File: src/rtl/valrdyqueue_pkg.sv
// Shared definitions for the val/rdy queue controller.
//   queue_state_t : occupancy state of the queue (empty / partial / full)
//   ptr_width()   : pointer width needed to index a given queue depth
package valrdyqueue_pkg;

    typedef enum logic [1:0] {
        S_EMPTY   = 2'd0,
        S_PARTIAL = 2'd1,
        S_FULL    = 2'd2
    } queue_state_t;

    // Smallest width that can index n entries; never less than 1 bit.
    function automatic int ptr_width(input int n);
        int w;
        w = 0;
        while ((1 << w) < n) begin
            w = w + 1;
        end
        return (w < 1) ? 1 : w;
    endfunction

endpackage

File: src/rtl/ff.sv
// Enabled flip-flop cell with synchronous active-high reset to zero.
//   CLK   : clock, rising edge
//   RESET : synchronous reset, has priority over EN
//   EN    : load enable
//   D     : next value, loaded when EN is high
//   Q     : registered value
module ff #(
    parameter int W = 1
) (
    input  logic         CLK,
    input  logic         RESET,
    input  logic         EN,
    input  logic [W-1:0] D,
    output logic [W-1:0] Q
);

    logic [W-1:0] q_d;
    logic [W-1:0] q_q;

    always_comb begin
        q_d = q_q;
        if (RESET) begin
            q_d = '0;
        end else if (EN) begin
            q_d = D;
        end
    end

    always_ff @(posedge CLK) begin
        q_q <= q_d;
    end

    assign Q = q_q;

endmodule

File: src/rtl/valrdy_queue_ptr.sv
// Wrap-around pointer register for the queue head/tail.
//   CLK   : clock, rising edge
//   RESET : synchronous reset, pointer returns to 0
//   INC   : advance pointer by one; wraps by natural overflow of PTR_W bits
//   PTR   : current pointer value
module valrdy_queue_ptr #(
    parameter int PTR_W = 2
) (
    input  logic             CLK,
    input  logic             RESET,
    input  logic             INC,
    output logic [PTR_W-1:0] PTR
);

    logic [PTR_W-1:0] ptr_d;

    always_comb begin
        ptr_d = PTR + PTR_W'(1);
    end

    ff #(.W(PTR_W)) u_ptr_ff (
        .CLK   (CLK),
        .RESET (RESET),
        .EN    (INC),
        .D     (ptr_d),
        .Q     (PTR)
    );

endmodule

File: src/rtl/valrdy_queue_ctrl.sv
// Val/rdy normal queue controller with reference data storage.
// Tracks head/tail pointers, occupancy and an occupancy state machine,
// and drives per-entry write enables and the head read select.
//   CLK, RESET : clock and synchronous active-high reset
//   RECV_VAL   : upstream message valid
//   RECV_MSG   : upstream message data
//   RECV_RDY   : queue accepts a message this cycle
//   SEND_VAL   : head entry holds a valid message
//   SEND_MSG   : head entry data (output mux)
//   SEND_RDY   : downstream takes the head message this cycle
//   WEN        : one-hot entry write enable
//   RADDR      : head entry index
//   COUNT      : occupancy 0..NUM_ENTRIES
//   FULL/EMPTY : occupancy flags, decoded from the state register
module valrdy_queue_ctrl
    import valrdyqueue_pkg::*;
#(
    parameter int NUM_ENTRIES = 4,
    parameter int DATA_W      = 8
) (
    input  logic                                   CLK,
    input  logic                                   RESET,
    input  logic                                   RECV_VAL,
    input  logic [DATA_W-1:0]                      RECV_MSG,
    output logic                                   RECV_RDY,
    output logic                                   SEND_VAL,
    output logic [DATA_W-1:0]                      SEND_MSG,
    input  logic                                   SEND_RDY,
    output logic [NUM_ENTRIES-1:0]                 WEN,
    output logic [ptr_width(NUM_ENTRIES)-1:0]      RADDR,
    output logic [ptr_width(NUM_ENTRIES):0]        COUNT,
    output logic                                   FULL,
    output logic                                   EMPTY
);

    localparam int PTR_W = ptr_width(NUM_ENTRIES);
    localparam logic [PTR_W:0] CNT_ONE  = (PTR_W + 1)'(1);
    localparam logic [PTR_W:0] CNT_LAST = (PTR_W + 1)'(NUM_ENTRIES - 1);

    queue_state_t     state_d;
    queue_state_t     state_q;
    logic [PTR_W:0]   count_d;
    logic [PTR_W:0]   count_q;
    logic [PTR_W-1:0] wptr;
    logic [PTR_W-1:0] rptr;

    logic             full;
    logic             empty;
    logic             recv_rdy;
    logic             send_val;
    logic             enq;
    logic             deq;
    logic [NUM_ENTRIES-1:0] wen;

    // Handshakes. Readiness comes only from registered state, so RECV_RDY
    // never sees SEND_RDY and SEND_VAL never sees RECV_VAL.
    assign enq = RECV_VAL & recv_rdy;
    assign deq = send_val & SEND_RDY;

    valrdy_queue_ptr #(.PTR_W(PTR_W)) u_wptr (
        .CLK   (CLK),
        .RESET (RESET),
        .INC   (enq),
        .PTR   (wptr)
    );

    valrdy_queue_ptr #(.PTR_W(PTR_W)) u_rptr (
        .CLK   (CLK),
        .RESET (RESET),
        .INC   (deq),
        .PTR   (rptr)
    );

    // State register
    always_ff @(posedge CLK) begin
        state_q <= state_d;
        count_q <= count_d;
    end

    // Next-state logic
    always_comb begin
        state_d = state_q;
        if (RESET) begin
            state_d = S_EMPTY;
        end else begin
            case (state_q)
                S_EMPTY: begin
                    if (enq) begin
                        state_d = S_PARTIAL;
                    end
                end
                S_PARTIAL: begin
                    if (enq && !deq && (count_q == CNT_LAST)) begin
                        state_d = S_FULL;
                    end else if (deq && !enq && (count_q == CNT_ONE)) begin
                        state_d = S_EMPTY;
                    end
                end
                S_FULL: begin
                    if (deq) begin
                        state_d = S_PARTIAL;
                    end
                end
                default: state_d = S_EMPTY;
            endcase
        end
    end

    always_comb begin
        count_d = count_q;
        if (RESET) begin
            count_d = '0;
        end else if (enq && !deq) begin
            count_d = count_q + CNT_ONE;
        end else if (deq && !enq) begin
            count_d = count_q - CNT_ONE;
        end
    end

    // Output logic
    always_comb begin
        full     = (state_q == S_FULL);
        empty    = (state_q == S_EMPTY);
        recv_rdy = !full && !RESET;
        send_val = !empty && !RESET;
        wen      = '0;
        if (enq) begin
            wen[wptr] = 1'b1;
        end
    end

    assign RECV_RDY = recv_rdy;
    assign SEND_VAL = send_val;
    assign WEN      = wen;
    assign RADDR    = rptr;
    assign COUNT    = count_q;
    assign FULL     = full;
    assign EMPTY    = empty;

    // Reference storage: entries are not cleared on reset; the pointers
    // alone define which contents are live.
    logic [DATA_W-1:0] entry_q [NUM_ENTRIES];

    for (genvar i = 0; i < NUM_ENTRIES; i++) begin : g_entry
        ff #(.W(DATA_W)) u_entry (
            .CLK   (CLK),
            .RESET (1'b0),
            .EN    (wen[i]),
            .D     (RECV_MSG),
            .Q     (entry_q[i])
        );
    end

    assign SEND_MSG = entry_q[rptr];

endmodule

File: config.mk
export PLATFORM = sky130hd
export DESIGN_NAME = valrdy_queue_ctrl
export DESIGN_NICKNAME = d
export VERILOG_FILES = /design/src/rtl/valrdyqueue_pkg.sv /design/src/rtl/ff.sv /design/src/rtl/valrdy_queue_ptr.sv /design/src/rtl/valrdy_queue_ctrl.sv
export SDC_FILE = /design/constraint.sdc
export NUM_CORES = 1
export LEC_CHECK = 0
export ABC_AREA = 1
export BUFFER_PORTS_ARGS = -buffer_cell sky130_fd_sc_hd__buf_2
export CORE_MARGIN = 2
export CORE_UTILIZATION = 34
export CTS_CLUSTER_SIZE = 30
export DETAILED_ROUTE_END_ITERATION = 12
export HOLD_SLACK_MARGIN = 0.08
export SYNTH_ARGS = -nofsm -noshare
export SYNTH_HDL_FRONTEND = slang
export SYNTH_SLANG_ARGS = --single-unit
File: constraint.sdc
create_clock -name CLK -period 2 [get_ports CLK]
set_input_delay 0 -clock CLK [delete_from_list [all_inputs] [get_ports CLK]]
set_output_delay 0 -clock CLK [all_outputs]
set_load 0.1 [all_outputs]
# After elaboration in Yosys (flattened, before gate mapping)
# Index checks and enable logic that the tools add are counted.
# word_totals
reg_bits	41
input_bits	12
wordCells	53
# classes
add_sub_neg	4
magnitude_cmp	3
n_eq_ne	7
mux	13
bitwise	3
reduce_logical	15
# ops
cell	n
$bmux 8 s2	1
$mux 8	2
$mux 2	4
$logic_and 1x1->1	7
$mux 3	2
$pmux 2 s3	1
$logic_not 1->1	5
$add 2x1->2 const B	2
$mux 4	1
$ne 2x1->1 const B	2
$add 3x1->3 const B	1
$eq 3x1->1 const B	1
$eq 3x2->1 const B	1
$ge 3x3->1 const B	1
$lt 2x3->1 const B	1
$ne 3x3->1 const B	1
$not 2->3	1
$reduce_and 3->1	1
$sub 3x1->3 const B	1
$and 1x1->1	2
$demux 1 s2	1
$eq 2x1->1 const B	1
$eq 2x2->1 const B	1
$ge 2x1->1 const B	1
other kinds (3)	3

# Logic depth before layout (Yosys ltp)
# depth
word_depth	10
mapped_depth	10
ltp_nobuf	10

# By module
# Synthesis repeated with hierarchy kept, for this count alone.
# unflattened
hier_cells	343
hier_area_um2	2228.4
# by_module_without_submodules
module	n_inst	cells_each	area_each_um2
ff (g_entry[0].u_entry ...)	4	51	341.6
valrdy_queue_ctrl	1	103	656.9
ff (u_rptr.u_ptr_ff ...)	2	13	81.3
valrdy_queue_ptr	2	5	21.3

# Worst setup path after synthesis
# Ideal clock, no wire load.
# synth_path
kind	register -> register
start	register state_q[0]
end	register u_rptr.u_ptr_ff.q_q[1] (netlist: u_rptr.u_ptr_ff.Q[1])
setup_ns	0.124
arrival_ns	2.912
required_time_ns	1.876
slack_ns	-1.035
path_stages_with_launch	5
cell_sequence	dfxtp_1 -> nor2_1 -> nor2_1 -> nand3_1 -> a21oi_1
# synth_via
elab_chain_len	4
# synth_rtl
element	line_no	text
from (decl)	valrdy_queue_ctrl.sv:41	queue_state_t state_q;
from (signal assigned)	valrdy_queue_ctrl.sv:76	state_q <= state_d;
$logic_not 2->1	valrdy_queue_ctrl.sv:123	empty = (state_q == S_EMPTY);
named net EMPTY	valrdy_queue_ctrl.sv:33	output logic EMPTY
$logic_not 1->1	valrdy_queue_ctrl.sv:125	send_val = !empty && !RESET;
$logic_and 1x1->1	valrdy_queue_ctrl.sv:125	
named net SEND_VAL	valrdy_queue_ctrl.sv:26	output logic SEND_VAL,
$and 1x1->1	valrdy_queue_ctrl.sv:58	assign deq = send_val & SEND_RDY;
to (signal assigned)	ff.sv:30	q_q <= q_d;
to (decl)	ff.sv:18	logic [W-1:0] q_q;
# The timed path passes the listed nets, and every way through them passes these cells.
# A chain may end at the register's enable or synchronous reset.

# Worst setup path in the final report
# layout_path
start	register u_rptr.u_ptr_ff.q_q[0] (netlist: u_rptr.u_ptr_ff.Q[0])
end	output port SEND_MSG[4]
# layout_via
elab_chain_len	4
# layout_rtl
element	line_no	text
$not 2->3 (implied by the code)	valrdy_queue_ctrl.sv:154	assign SEND_MSG = entry_q[rptr];
$bmux 8 s2	valrdy_queue_ctrl.sv:154	
$mux 8 (implied by the code) (2 in a row)	valrdy_queue_ctrl.sv:154	
to (decl)	valrdy_queue_ctrl.sv:27	output logic [DATA_W-1:0] SEND_MSG,
# No other way between the ends. The select of a mux whose other input is x is not followed.

==> results_dict.tcl <==
set metrics [dict create \
    critPathMaxFanout 19 \
    cts_buffer_depth 2 \
    cp-end-kind "output port" \
    coreArea_sq_mm 0.00514 \
    grt_util_all_layers_pct 13.4 \
    async_flop_share_pct 0 \
    gp_congestion 0.746 \
    period_needed_ns 1.84 \
    outcome "finished, final reports clean" \
    clock-sinks 41 \
    synthTopCellsByArea "edfxtp_1, dfxtp_1, ha_1" \
    antenna_cells 0 \
    clock_latency_ns 0.30 \
    synth_edf_count 32 \
    ys_seq_area_share_pct 62.7 \
    vias 1274 \
    synth_fa_ha_area_share_pct 6.88 \
    synth_nets 192 \
    grt_pass1_vias 1263 \
    arrival_ns 1.84 \
    power_density_mw_per_mm2 821 \
    yosysTopAreaCellShare_pct 52.8 \
    synth_area_leader_cell "edfxtp_1" \
    startpoint_type "register" \
    crit_path_start "u_rptr.u_ptr_ff.Q[0]" \
    syn_to_final_growth_pct 34.1 \
    drtIter0Drc 94 \
    synth.cell_area_sq_mm 0.00182 \
    initial_utilization_pct 35.4 \
    h-tree-depth 2 \
    synth_seq_cells 41 \
    synthCells 170 \
    drc_errors 0 \
    antenna_found_initial 0 \
    whs_path_depth 4 \
    yosys.area_share.simple_pct 13.7 \
    place_area_sq_mm 0.00223 \
    finalSetupViolations 0 \
    io-pin-count 33 \
    slew_viol_final 0 \
    die_area_sq_mm 0.00595 \
    routed_wl_um 3700 \
    clkTransAtPathRegs_ns 0.08 \
    die_x_um 77.2 \
    reg2reg_depth 7 \
    final_util_pct 47.5 \
    tns_ns 0 \
    drive_above_1_share_pct 27.6 \
    reg2reg_from "state_q[0]" \
    finalInstanceArea_sq_mm 0.00244 \
    cts_root_buf "clkbuf_8" \
    first_pass_iters 4 \
    fin_worst_skew_ns 0.00810 \
    synthFlopType "edfxtp_1" \
    synth_xor_area_share_pct 0.481 \
    row_count 26 \
    layout.nets 238 \
    ant_nets 0 \
    p_leak_uw 0.000971 \
    worstHoldPathType "in -> reg" \
    cts_resized 0 \
    hold_violations 0 \
    postCtsSetupRepairBufs 0 \
    min_period_over_period_pct 92.2 \
    synth_mux_area_share_pct 0 \
    grt.overflow.total 0 \
    dp_hpwl_um 2570 \
    worst_pin_slew_ns 0.501 \
    peakVddDrop_v 0.000320 \
    yosysUniqueCellTypes 19 \
    cts_tree "done" \
    placed_cells_incl_taps 269 \
    crit_type "reg -> out" \
    synth-compound-area-share_pct 9.35 \
    yosysWarnings 0 \
    drv_cap 0 \
    synthTopCellsByCount "edfxtp_1, nor2_1, nand2_1" \
    cts_buffers 5 \
    portBuffers 32 \
    avgSynthCellArea_sq_um 10.7 \
    synth_top_family_by_area "simple AND/OR/NAND/NOR gates" \
    grt_start_max_net_pins 20 \
    yosysMostFrequentCell "edfxtp_1" \
    hp-start "RECV_VAL" \
    rsz0062_at_grt "false" \
    max_slew_margin_pct 66.8 \
    die_h_um 77.2 \
    regToRegSetupSlack_ns 0.46 \
    worstPathRequired_ns 2.00 \
    grt_pass1_wl_um 6120 \
    viasPerCell 4.44 \
    max_freq_mhz 542 \
    wl_per_cell_um 12.9 \
    instances_no_fill 287 \
]
worst max-delay path: stages (launching register included):
cell and delay [ns]:
dfxtp_2 0.55, inv_2 0.23, o21ai_0 0.38, o22ai_4 0.09, buf_2 0.30
area by class of cell:
class                           instances  area (sq um)
Multi-Input combinational cell        102           668
Timing Repair Buffer                   47           358
Inverter                               19          73.8
Fill cell                             512          2700
Clock inverter                          3          41.3
Sequential cell                        41          1140
Clock buffer                            5          68.8
Tap cell                               70          87.6
what timing repair did:
action                                  CTS  global route
hold buffers                             10             0
endpoints found under the setup margin    0             0
endpoints found under the hold margin    35             0
power breakdown:
group | internal (uW) | switching [uW]
clock network | 367 | 292
logic | 97.5 | 284
registers | 945 | 16.7
total | 1410 | 592
final timing paths:
kind	end
worst max-delay path	SEND_MSG[4]
worst min-delay path	u_wptr.u_ptr_ff.Q[1]
worst max register to register	COUNT[2]
worst min register to register	u_wptr.u_ptr_ff.Q[1]
routing by layer:
| layer | global-route usage, % | wire [um] | vias up |
|---|---|---|---|
| met1 | 16.5 | 1720 | 585 |
| met4 | 4.82 | 44 | 0 |
| met5 | 0 | 0 | - |
| met3 | 3.88 | 132 | 6 |
| li1 | - | - | 663 |
| met2 | 22.3 | 1800 | 20 |
layout by cell type, fill, tap and decap left out, drive strengths merged:
cell and count:
dlygate4sd3 10, nor3 1, clkbuf 5, edfxtp 32
nand3 7, ha 10, dfxtp 9, o22ai 8
nor2 31, nand2 20, buf 37, clkinvlp 1
o21ai 19, xnor2 1, a21oi 5, inv 19
bufinv 1, clkinv 1
metrics by stage:
step                      hold slack [ns]  worst slack, ns  power [uW]
after global routing                0.134           0.0173        2080
after floorplan                    0.0691           -0.325        1270
after detailed placement            0.228            0.449        1350
final                               0.118            0.156        2000
after global placement              0.226            0.482        1350
after CTS                           0.117            0.126        2020
state kept, by name (all words and copies together), names as in the netlist:
| signal | flops |
|---|---|
| g_entry.u_entry.Q | 32 |
| u_rptr.u_ptr_ff.Q | 2 |
| u_wptr.u_ptr_ff.Q | 2 |
| state_q | 2 |
| COUNT | 3 |
kinds of logic after synthesis:
family	count (synthesis)
buffers and inverters	27
flip-flops	41
AND/OR/NAND/NOR	59
adder cells (fa/ha/maj)	10
AO/OA/AOI/OAI	32
XOR/XNOR	1
Note: power is estimated with default switching activity, not from simulation.
